$ cat config.mk
export PLATFORM = sky130hd
export DESIGN_NAME = stepper_regs
export DESIGN_NICKNAME = d
export VERILOG_FILES = /design/src/rtl/stepper_regs_pkg.sv /design/src/rtl/stepper_regs.sv
export SDC_FILE = /design/constraint.sdc
export NUM_CORES = 1
export LEC_CHECK = 0
export ABC_AREA = 1
export CAP_MARGIN = 20
export CORE_AREA = 2 2 82 84
export DETAILED_ROUTE_END_ITERATION = 8
export DIE_AREA = 0 0 84 86
export DONT_BUFFER_PORTS = 1
export PLACE_DENSITY = 0.65
export SYNTH_ARGS = -nofsm -noshare
export SYNTH_HDL_FRONTEND = slang
export SYNTH_SLANG_ARGS = --single-unit
$ cat constraint.sdc
create_clock -name system1000 -period 2.1 [get_ports system1000]
set_clock_uncertainty 0.15 [all_clocks]
set_input_delay 0.42 -clock system1000 [delete_from_list [all_inputs] [get_ports system1000]]
set_output_delay 0.42 -clock system1000 [all_outputs]
set_load 0.01 [all_outputs]
$ cat src/rtl/stepper_regs_pkg.sv
// Shared constants for the stepper I2C register block: register map,
// reset values, CTRL bit positions and the transaction FSM states.
package stepper_regs_pkg;

    localparam logic [2:0] ADR_CTRL     = 3'd0;
    localparam logic [2:0] ADR_PERIOD_L = 3'd1;
    localparam logic [2:0] ADR_PERIOD_H = 3'd2;
    localparam logic [2:0] ADR_TARGET_L = 3'd3;
    localparam logic [2:0] ADR_TARGET_H = 3'd4;
    localparam logic [2:0] ADR_STATUS   = 3'd5;
    localparam logic [2:0] ADR_POS_L    = 3'd6;
    localparam logic [2:0] ADR_POS_H    = 3'd7;

    localparam logic [7:0]  CTRL_RST   = 8'h00;
    localparam logic [15:0] PERIOD_RST = 16'd1000;
    localparam logic [15:0] TARGET_RST = 16'd0;

    localparam int CTRL_EN_BIT  = 0;
    localparam int CTRL_DIR_BIT = 1;
    localparam int CTRL_GO_BIT  = 7;

    typedef enum logic [1:0] {
        ST_IDLE,
        ST_PTR,
        ST_WDATA,
        ST_READ
    } state_t;

endpackage

$ cat src/rtl/stepper_regs.sv
// I2C-slave register file for the stepper motor core (pointer byte, then data bytes).
// Define STEPPER_REGS_ATOMIC_EN for shadowed 16-bit writes and a latched POS_H read.
module stepper_regs
    import stepper_regs_pkg::*;
(
    input  logic        system1000,
    input  logic        system1000_rstn,
    input  logic        i_adr_match,
    input  logic        i_rw,
    input  logic        i_dat_vld,
    input  logic [7:0]  i_dat,
    input  logic        i_busy,
    input  logic [15:0] i_step_pos,
    output logic [7:0]  o_tx_dat,
    output logic        o_motor_en,
    output logic        o_dir,
    output logic [15:0] o_step_period,
    output logic [15:0] o_step_target,
    output logic        o_go
);

    state_t      state, state_nxt;
    logic        adr_match_p1;
    logic        adr_rise;
    logic [2:0]  ptr;
    logic        ptr_load, ptr_inc, wr_en;
    logic [6:0]  ctrl;
    logic [7:0]  rd_dat;
    logic [7:0]  pos_h;

`ifdef STEPPER_REGS_ATOMIC_EN
    logic [7:0]  period_sh, target_sh, pos_snap;
`endif

    assign adr_rise      = i_adr_match & ~adr_match_p1;
    assign o_motor_en    = ctrl[CTRL_EN_BIT];
    assign o_dir         = ctrl[CTRL_DIR_BIT];

    // A fresh address match wins over a coincident byte strobe.
    always_comb begin
        state_nxt = state;
        ptr_load  = 1'b0;
        ptr_inc   = 1'b0;
        wr_en     = 1'b0;
        if (!i_adr_match) begin
            state_nxt = ST_IDLE;
        end else if (adr_rise) begin
            state_nxt = i_rw ? ST_READ : ST_PTR;
        end else begin
            case (state)
                ST_PTR: if (i_dat_vld) begin
                    ptr_load  = 1'b1;
                    state_nxt = ST_WDATA;
                end
                ST_WDATA: if (i_dat_vld) begin
                    wr_en   = 1'b1;
                    ptr_inc = 1'b1;
                end
                ST_READ: if (i_dat_vld) ptr_inc = 1'b1;
                default: ;
            endcase
        end
    end

`ifdef STEPPER_REGS_ATOMIC_EN
    assign pos_h = pos_snap;
`else
    assign pos_h = i_step_pos[15:8];
`endif

    always_comb begin
        rd_dat = 8'h00;
        case (ptr)
            ADR_CTRL:     rd_dat = {1'b0, ctrl};
            ADR_PERIOD_L: rd_dat = o_step_period[7:0];
            ADR_PERIOD_H: rd_dat = o_step_period[15:8];
            ADR_TARGET_L: rd_dat = o_step_target[7:0];
            ADR_TARGET_H: rd_dat = o_step_target[15:8];
            ADR_STATUS:   rd_dat = {7'd0, i_busy};
            ADR_POS_L:    rd_dat = i_step_pos[7:0];
            ADR_POS_H:    rd_dat = pos_h;
            default:      rd_dat = 8'h00;
        endcase
    end

    always_ff @(posedge system1000 or negedge system1000_rstn) begin
        if (!system1000_rstn) begin
            state        <= ST_IDLE;
            adr_match_p1 <= 1'b0;
            ptr          <= 3'd0;
            o_tx_dat     <= 8'h00;
            o_go         <= 1'b0;
        end else begin
            state        <= state_nxt;
            adr_match_p1 <= i_adr_match;
            o_go         <= wr_en && (ptr == ADR_CTRL) && i_dat[CTRL_GO_BIT];
            if (ptr_load) begin
                ptr <= i_dat[2:0];
            end else if (ptr_inc) begin
                ptr <= ptr + 3'd1;
            end
            if (state == ST_READ) begin
                o_tx_dat <= rd_dat;
            end
        end
    end

    // GO is a strobe, so CTRL keeps only bits 6:0 and bit 7 reads back as 0.
    always_ff @(posedge system1000 or negedge system1000_rstn) begin
        if (!system1000_rstn) begin
            ctrl          <= CTRL_RST[6:0];
            o_step_period <= PERIOD_RST;
            o_step_target <= TARGET_RST;
`ifdef STEPPER_REGS_ATOMIC_EN
            period_sh     <= 8'h00;
            target_sh     <= 8'h00;
`endif
        end else if (wr_en) begin
            case (ptr)
                ADR_CTRL:     ctrl <= i_dat[6:0];
`ifdef STEPPER_REGS_ATOMIC_EN
                ADR_PERIOD_L: period_sh     <= i_dat;
                ADR_PERIOD_H: o_step_period <= {i_dat, period_sh};
                ADR_TARGET_L: target_sh     <= i_dat;
                ADR_TARGET_H: o_step_target <= {i_dat, target_sh};
`else
                ADR_PERIOD_L: o_step_period[7:0]  <= i_dat;
                ADR_PERIOD_H: o_step_period[15:8] <= i_dat;
                ADR_TARGET_L: o_step_target[7:0]  <= i_dat;
                ADR_TARGET_H: o_step_target[15:8] <= i_dat;
`endif
                default: ;
            endcase
        end
    end

`ifdef STEPPER_REGS_ATOMIC_EN
    // Latch the high position byte while POS_L is being presented.
    always_ff @(posedge system1000 or negedge system1000_rstn) begin
        if (!system1000_rstn) begin
            pos_snap <= 8'h00;
        end else if (state == ST_READ && ptr == ADR_POS_L) begin
            pos_snap <= i_step_pos[15:8];
        end
    end
`endif

endmodule
==> results of run 1 <==
power by group:
part | total [µW] | switching, µW | leakage [µW] | internal (µW)
combinational | 1160 | 760 | 0.000930 | 403
clock | 575 | 343 | 0.0000450 | 232
sequential | 1570 | 291 | 0.000708 | 1280
total | 3310 | 1390 | 0.00168 | 1920
logic make-up after synthesis:
kind of cell | after synthesis
buf+inv | 34
fa+ha+maj | 6
compound gates | 6
flops | 54
simple gates | 283
synthesized netlist by cell type (2+ instances only):
cell and count:
dfstp_2 6, nor2_1 43, inv_1 19, and3_1 2
o21ai_0 4, buf_4 4, nand2_1 163, dfrtp_1 48
buf_2 7, clkbuf_1 2, nand3_1 71, ha_1 6
final cells by class:
type / count / share of cell area
Sequential cell: 54 / 0.444
Multi-Input combinational cell: 295 / 0.423
Timing Repair Buffer: 17 / 0.0499
Tap cell: 77 / 0.0315
Inverter: 20 / 0.0245
Clock buffer: 6 / 0.0237
Clock inverter: 2 / 0.00327
through the flow:
step | power [µW] | instance area (µm²) | utilization | worst slack, ps | instances
floorplan | 2340 | 2810 | - | 161 | 383
global placement | 2690 | 2920 | 0.466 | 179 | 460
detailed placement | 2710 | 2920 | 0.466 | 157 | 460
CTS | 3320 | 3050 | 0.486 | 140 | 471
global route | 3570 | 3060 | 0.487 | 9.95 | 471
finish | 3310 | 3060 | 0.487 | 201 | 471
placed cells by master, fill, tap and decap left out:
cell,instances
dlygate4sd3_1,2
nand3_1,70
nand2_1,163
nand2_4,1
and3_1,2
dfstp_2,6
o21ai_0,4
o211ai_1,1
clkbuf_8,5
dfrtp_1,48
a21oi_1,1
nor2_4,1
buf_16,1
nor2_1,43
buf_4,14
clkinv_1,1
ha_1,6
nor2_2,1
clkinv_2,2
nand3_2,2
inv_1,19
clkbuf_1,1
worst paths after layout:
check,to,slack (ps),depth (start not counted)
worst min register to register,ctrl[5]$_DFFE_PN0P_,330,2
worst max-delay path,o_step_period[13]$_DFFE_PN0P_,200,7
worst min-delay path,o_go$_DFF_PN0_,50,2
max in group asynchronous,o_step_period[8]$_DFFE_PN1P_,1020,2
min in group asynchronous,ctrl[0]$_DFFE_PN0P_,480,2
worst max register to register,o_step_period[13]$_DFFE_PN0P_,200,7
routing by layer:
metal	GRT usage	routed length [µm]
met1	0.290	3440
met2	0.356	3570
met3	0.0587	499
met4	0.0557	95
met5	0	0
registers in the layout, summed over array words and instances, names as in the netlist:
signal,cells
adr_match_p1,1
ctrl,7
o_go,1
o_step_period,16
o_step_target,16
o_tx_dat,8
ptr,3
state,2
repair_timing:
action / CTS / global route
hold endpoints to repair: 55 / 0
setup endpoints to repair: 0 / 7
hold buffers: 3 / 0
resized for setup: 0 / 1
==> key figures, run 1 <==
Cells and area
  – Register area: about 1400 µm²
  – Antenna diodes: 0
  – Nets: 429
  – Share of post-route cells with drive strength above 1: 0.0838
  – Multi-input logic area: between 1000 and 1500 µm²
  – Fillers: 650
  – Layout overhead on the synthesized area: 9.01%

Floorplanning
  – Die Width: approximately 84 µm
  – Core area: between 6000 and 7000 µm²
  – Total die area: 7220 µm²
  – Cell Rows: 29
  – I/O pin count: 73
  – Initial Util: 0.447
  – DIE HEIGHT: roughly 86 µm

Routing
  – Drt drc: 0
  – DRT antenna net count: 0
  – Vias per cell: roughly 5.3
  – Iteration-0 DRC Markers: around 220
  – Avg WL per Cell: around 16 µm
  – Vias: about 2500
  – Total Wirelength: roughly 7.6 mm
  – Pre-antenna DRT Iters: 5

Synth
  – Synthesized area: approximately 2800 µm²
  – Area contributors post-synth: dfrtp_1 (43%), nand2_1 (22%), nand3_1 (13%)
  – EDFF count, synth: 0
  – Fraction of synthesized cell area in xor and xnor cells: 0
  – Dominant synthesized flop cell: dfrtp_1
  – Multiplexer area fraction after synthesis: 0
  – #FFs+latches synth: 54
  – Syn. warnings: 0
  – Synth area leader: dfrtp_1
  – Largest family of logic cells by synthesized area: simple AND/OR/NAND/NOR gates
  – Share of the synthesized area in the top cell type: 0.428
  – Async set or reset register ratio after synthesis: 1.00
  – Adder-cell area share of the yosys netlist: 0.0268
  – Synthesized instance count: about 380
  – Avg Inst Size Synth: ~7.3 µm²
  – Synth Area in Compound Gates: 0.0116
  – Syn nets: 419
  – Register area share after synthesis: 0.484
  – Simple-gate share of the synthesized area: 0.421
  – Post-synth cell types: 20

GRT
  – Largest net degree at the start of global routing: 55
  – First-pass GRT wire length: around 12 mm
  – GRT Overall Usage: 0.218
  – Antenna violations before repair: 0
  – Vias in the first global route: between 2000 and 2500
  – GRT overflow: 0

CTS
  – CTS Buffer Depth: 2
  – Clk_lat worst skew: slightly above 300 ps
  – CTS tree: built
  – CTS sink count: 54
  – TritonCTS buffer count: 5
  – Clock root buffer: clkbuf_8
  – CTS HTree Levels: 2
  – Clk slew on worst S/H paths: roughly 100 ps
  – Post-CTS setup buffer count: 0

Timing
  – Fmax: between 0.5 and 0.6 GHz
  – Final Hold Viols: 0
  – Max-slew headroom: 0.622
  – Crit path time final: 1900 ps
  – RSZ-0062 raised after global routing: no
  – WHS: roughly 50 ps
  – Final setup TNS: 0 ps
  – Tcrit/Tclk final: 0.904
  – Worst-Margin Slew: roughly 570 ps
  – Endpoints failing setup: 0
  – Fin. max-slew vios: 0

Worst setup path
  – Buffers & Inverters on Critical Path: 2
  – Crit path kind: flop to flop
  – Most used cell, CP: nand2_1
  – Crit-path cells: inv_1 -> ha_1 -> inv_1 -> nor2_2 -> nand2_1 -> nand2_1 -> nand2_1
  – Startpoint Class: flop
  – Reg-to-reg startpoint: ptr[0]$_DFFE_PN0P_
  – Slowest stage delay, CP: approximately 440 ps
  – Slowest cell on crit path: dfrtp_1
  – Critical Path End Type: flop
  – Family with the most delay on the worst path: simple AND/OR/NAND/NOR gates
  – WP data required: 2160 ps
  – Critical path peak fanout: 8
  – Crit path DAT: around 2000 ps
  – CP Launch Point: ptr[0]$_DFFE_PN0P_

Placed design
  – Port buffer count: 0
  – GP Congestion: approximately 0.83
  – Dpl hpwl: 5.61 mm

Power
  – Static leakage: around 0.0017 µW
  – Pwr dens: between 1000 and 1500 nW/µm²
  – Maximum VDD drop: 0.581 mV

Hold path
  – Hold Path Class: input pin to flop
  – Worst hold start: i_dat[7]

Flow run
  – Max cap viols: 0

Run status
  – Status: complete, no violations
Power figures use the tool's default switching activity.
==> inputs of run 2 (changes only) <==
--- a/config.mk
+++ b/config.mk
@@ -8,10 +8,12 @@
 export ABC_AREA = 1
 export CAP_MARGIN = 20
 export CORE_AREA = 2 2 82 84
+export CTS_CLUSTER_DIAMETER = 120
 export DETAILED_ROUTE_END_ITERATION = 8
 export DIE_AREA = 0 0 84 86
 export DONT_BUFFER_PORTS = 1
 export PLACE_DENSITY = 0.65
+export REMOVE_ABC_BUFFERS = 1
 export SYNTH_ARGS = -nofsm -noshare
 export SYNTH_HDL_FRONTEND = slang
 export SYNTH_SLANG_ARGS = --single-unit
==> key figures, run 2 (synthesis results as in run 1) <==
Power
  – Pwr dens: 1080 nW/µm² (about the same)
  – Maximum VDD drop: 0.452 mV (was 0.581 mV)
  – Static leakage: 0.00167 µW (was 0.00168 µW)

Placed design
  – DP Worst Slack: 158 ps (was 157 ps)
  – GP Congestion: 0.859 (was 0.835)
  – Dpl hpwl: 5.50 mm (was 5.61 mm)
  – Placed cell count: 458 (was 460)
  – Port buffer count: 0 (unchanged)

CTS
  – CTS tree: built (unchanged)
  – TritonCTS buffer count: 5 (unchanged)
  – Clk_lat worst skew: 310 ps (about the same)
  – CTS Buffer Depth: 2 (unchanged)
  – CTS sink count: 54 (unchanged)
  – CTS HTree Levels: 2 (unchanged)
  – Clk slew on worst S/H paths: 100 ps (about the same)
  – Clock root buffer: clkbuf_8 (unchanged)
  – Post-CTS setup buffer count: 0 (unchanged)

Cells and area
  – Layout Cells excl Fill: 468 (was 471)
  – Most frequent cells in the layout: nand2_1 (163), nand3_1 (70), dfrtp_1 (48), nor2_1 (42), inv_1 (18) (was nand2_1 (163), nand3_1 (70), dfrtp_1 (48), nor2_1 (43), inv_1 (19))
  – Fillers: 619 (was 650)
  – Layout overhead on the synthesized area: 8.79% (was 9.01%)
  – Most common cell after layout, fill and taps aside: nand2_1 (unchanged)
  – Nets: 427 (was 429)
  – Largest registers: o_step_period x16, o_step_target x16, o_tx_dat x8 (unchanged)
  – Post-layout utilization of the core: 0.486 (was 0.487)
  – Share of post-route cells with drive strength above 1: 0.0793 (was 0.0838)
  – Antenna diodes: 0 (unchanged)

GRT
  – Met2 Use GR: 0.347 (was 0.356)
  – Vias in the first global route: 2364 (was 2381)
  – GR Util met3: 0.0645 (was 0.0587)
  – Grt met1 use: 0.285 (was 0.290)
  – Largest net degree at the start of global routing: 55 (unchanged)
  – GRT Overall Usage: 0.217 (was 0.218)
  – GRT overflow: 0 (unchanged)
  – Most Crowded Layer GR: met2 (unchanged)
  – Antenna violations before repair: 0 (unchanged)
  – First-pass GRT wire length: 12.3 mm (was 12.4 mm)

Routing
  – DRT antenna net count: 0 (unchanged)
  – Avg WL per Cell: 16.0 µm (was 16.1 µm)
  – Drt drc: 0 (unchanged)
  – Iteration-0 DRC Markers: 188 (was 222)
  – Vias per cell: 5.29 (was 5.27)
  – Vias: 2474 (was 2482)
  – Total Wirelength: 7.48 mm (was 7.60 mm)
  – Pre-antenna DRT Iters: 4 (was 5)

Floorplanning
  – Initial Util: 0.447 (unchanged)
  – Core area: 6280 µm² (unchanged)
  – Total die area: 7220 µm² (unchanged)
  – DIE HEIGHT: 86 µm (unchanged)
  – Cell Rows: 29 (unchanged)
  – Die Width: 84 µm (unchanged)
  – I/O pin count: 73 (unchanged)

Timing
  – Endpoints failing setup: 0 (unchanged)
  – Worst-Margin Slew: 607 ps (was 566 ps)
  – RSZ-0062 raised after global routing: no (unchanged)
  – Tcrit/Tclk final: 0.890 (was 0.904)
  – WHS: 52.1 ps (was 49.5 ps)
  – Final Hold Viols: 0 (unchanged)
  – Fin. max-slew vios: 0 (unchanged)
  – Crit path time final: 1870 ps (was 1900 ps)
  – Setup ws final: 231 ps (was 201 ps)
  – Max-slew headroom: 0.594 (was 0.622)
  – Fmax: 0.535 GHz (was 0.527 GHz)
  – Final setup TNS: 0 ps (unchanged)

Worst setup path
  – Critical Path End Type: flop (unchanged)
  – WP data required: 2210 ps (was 2160 ps)
  – Startpoint Class: flop (unchanged)
  – Reg2reg path depth: 6 (was 7)
  – Crit path DAT: 1980 ps (was 1950 ps)
  – Crit path kind: flop to flop (unchanged)
  – Critical path peak fanout: 9 (was 8)
  – Reg-to-reg startpoint: ptr[0]$_DFFE_PN0P_ (unchanged)
  – Flop2flop setup slack: 230 ps (was 200 ps)
  – Worst flop-to-flop path endpoint: o_step_period[7]$_DFFE_PN1P_ (was o_step_period[13]$_DFFE_PN0P_)

Hold path
  – Worst hold start: i_dat[7] (unchanged)
  – Worst hold path depth: 2 (unchanged)
  – Hold Path Sink: o_go$_DFF_PN0_ (unchanged)
  – Hold Path Class: input pin to flop (unchanged)

Flow run
  – Max cap viols: 0 (unchanged)

Run status
  – Status: complete, no violations (unchanged)
run 2: cell count changes in the layout (fill, tap and decap cells not counted):
| cell | change |
|---|---|
| buf_12 | +1 |
| buf_4 | -3 |
| clkbuf_1 | +1 |
| clkinv_2 | -2 |
| inv_1 | -1 |
| inv_2 | +1 |
| nor2_1 | -1 |
| nor2_2 | +1 |
run 2: critical path, stage by stage, from the launching register on:
cell and delay, ps:
dfrtp_1 440, ha_1 320, nand2_1 210, clkinv_1 320, nand2_4 240, nand2_1 70
nand2_1 60
run 2: report_power, final:
part / internal [µW] / leakage (µW) / switching, µW
clock: 231 / 0.0000383 / 343
sequential: 1280 / 0.000708 / 290
combinational: 387 / 0.000920 / 766
total: 1900 / 0.00167 / 1400
run 2: worst max-delay path by stage:
stage                            start                           end  slack, ps  depth (start not counted)
floorplan           ptr[2]$_DFFE_PN0P_       o_tx_dat[0]$_DFFE_PN0N_        -80                          8
CTS                 ptr[0]$_DFFE_PN0P_       o_tx_dat[2]$_DFFE_PN0N_        130                          9
global route        ptr[1]$_DFFE_PN0P_  o_step_target[9]$_DFFE_PN0P_         90                          7
global placement    ptr[1]$_DFFE_PN0P_       o_tx_dat[2]$_DFFE_PN0N_        150                          9
detailed placement  ptr[0]$_DFFE_PN0P_       o_tx_dat[1]$_DFFE_PN0N_        160                          8
finish              ptr[0]$_DFFE_PN0P_  o_step_period[7]$_DFFE_PN1P_        230                          6
run 2: metrics by stage:
step           cell area (µm²)  total power, µW
2_1_floorplan             2720             2290
3_3_place_gp              2920             2680
3_5_place_dp              2920             2700
4_1_cts                   3040             3300
5_1_grt                   3050             3560
6_report                  3050             3300
run 2: timing repair:
action,4_1_cts,5_1_grt
gates resized for setup,0,3
endpoints found under the setup margin,0,5
hold buffers,3,0
hold endpoints to repair,55,0
run 2: layout make-up:
type | count | area (µm²) | area share
Multi-Input combinational cell | 295 | 1290 | 0.424
Sequential cell | 54 | 1360 | 0.445
Inverter | 20 | 75.1 | 0.0246
Clock buffer | 7 | 76.3 | 0.0250
Timing Repair Buffer | 15 | 150 | 0.0492
Tap cell | 77 | 96.3 | 0.0316
run 2: routing by layer:
layer | share of wire | vias to the layer above
li1 | - | 1230
met4 | 0.022 | 0
met2 | 0.47 | 70
met5 | 0 | -
met1 | 0.43 | 1159
met3 | 0.074 | 15
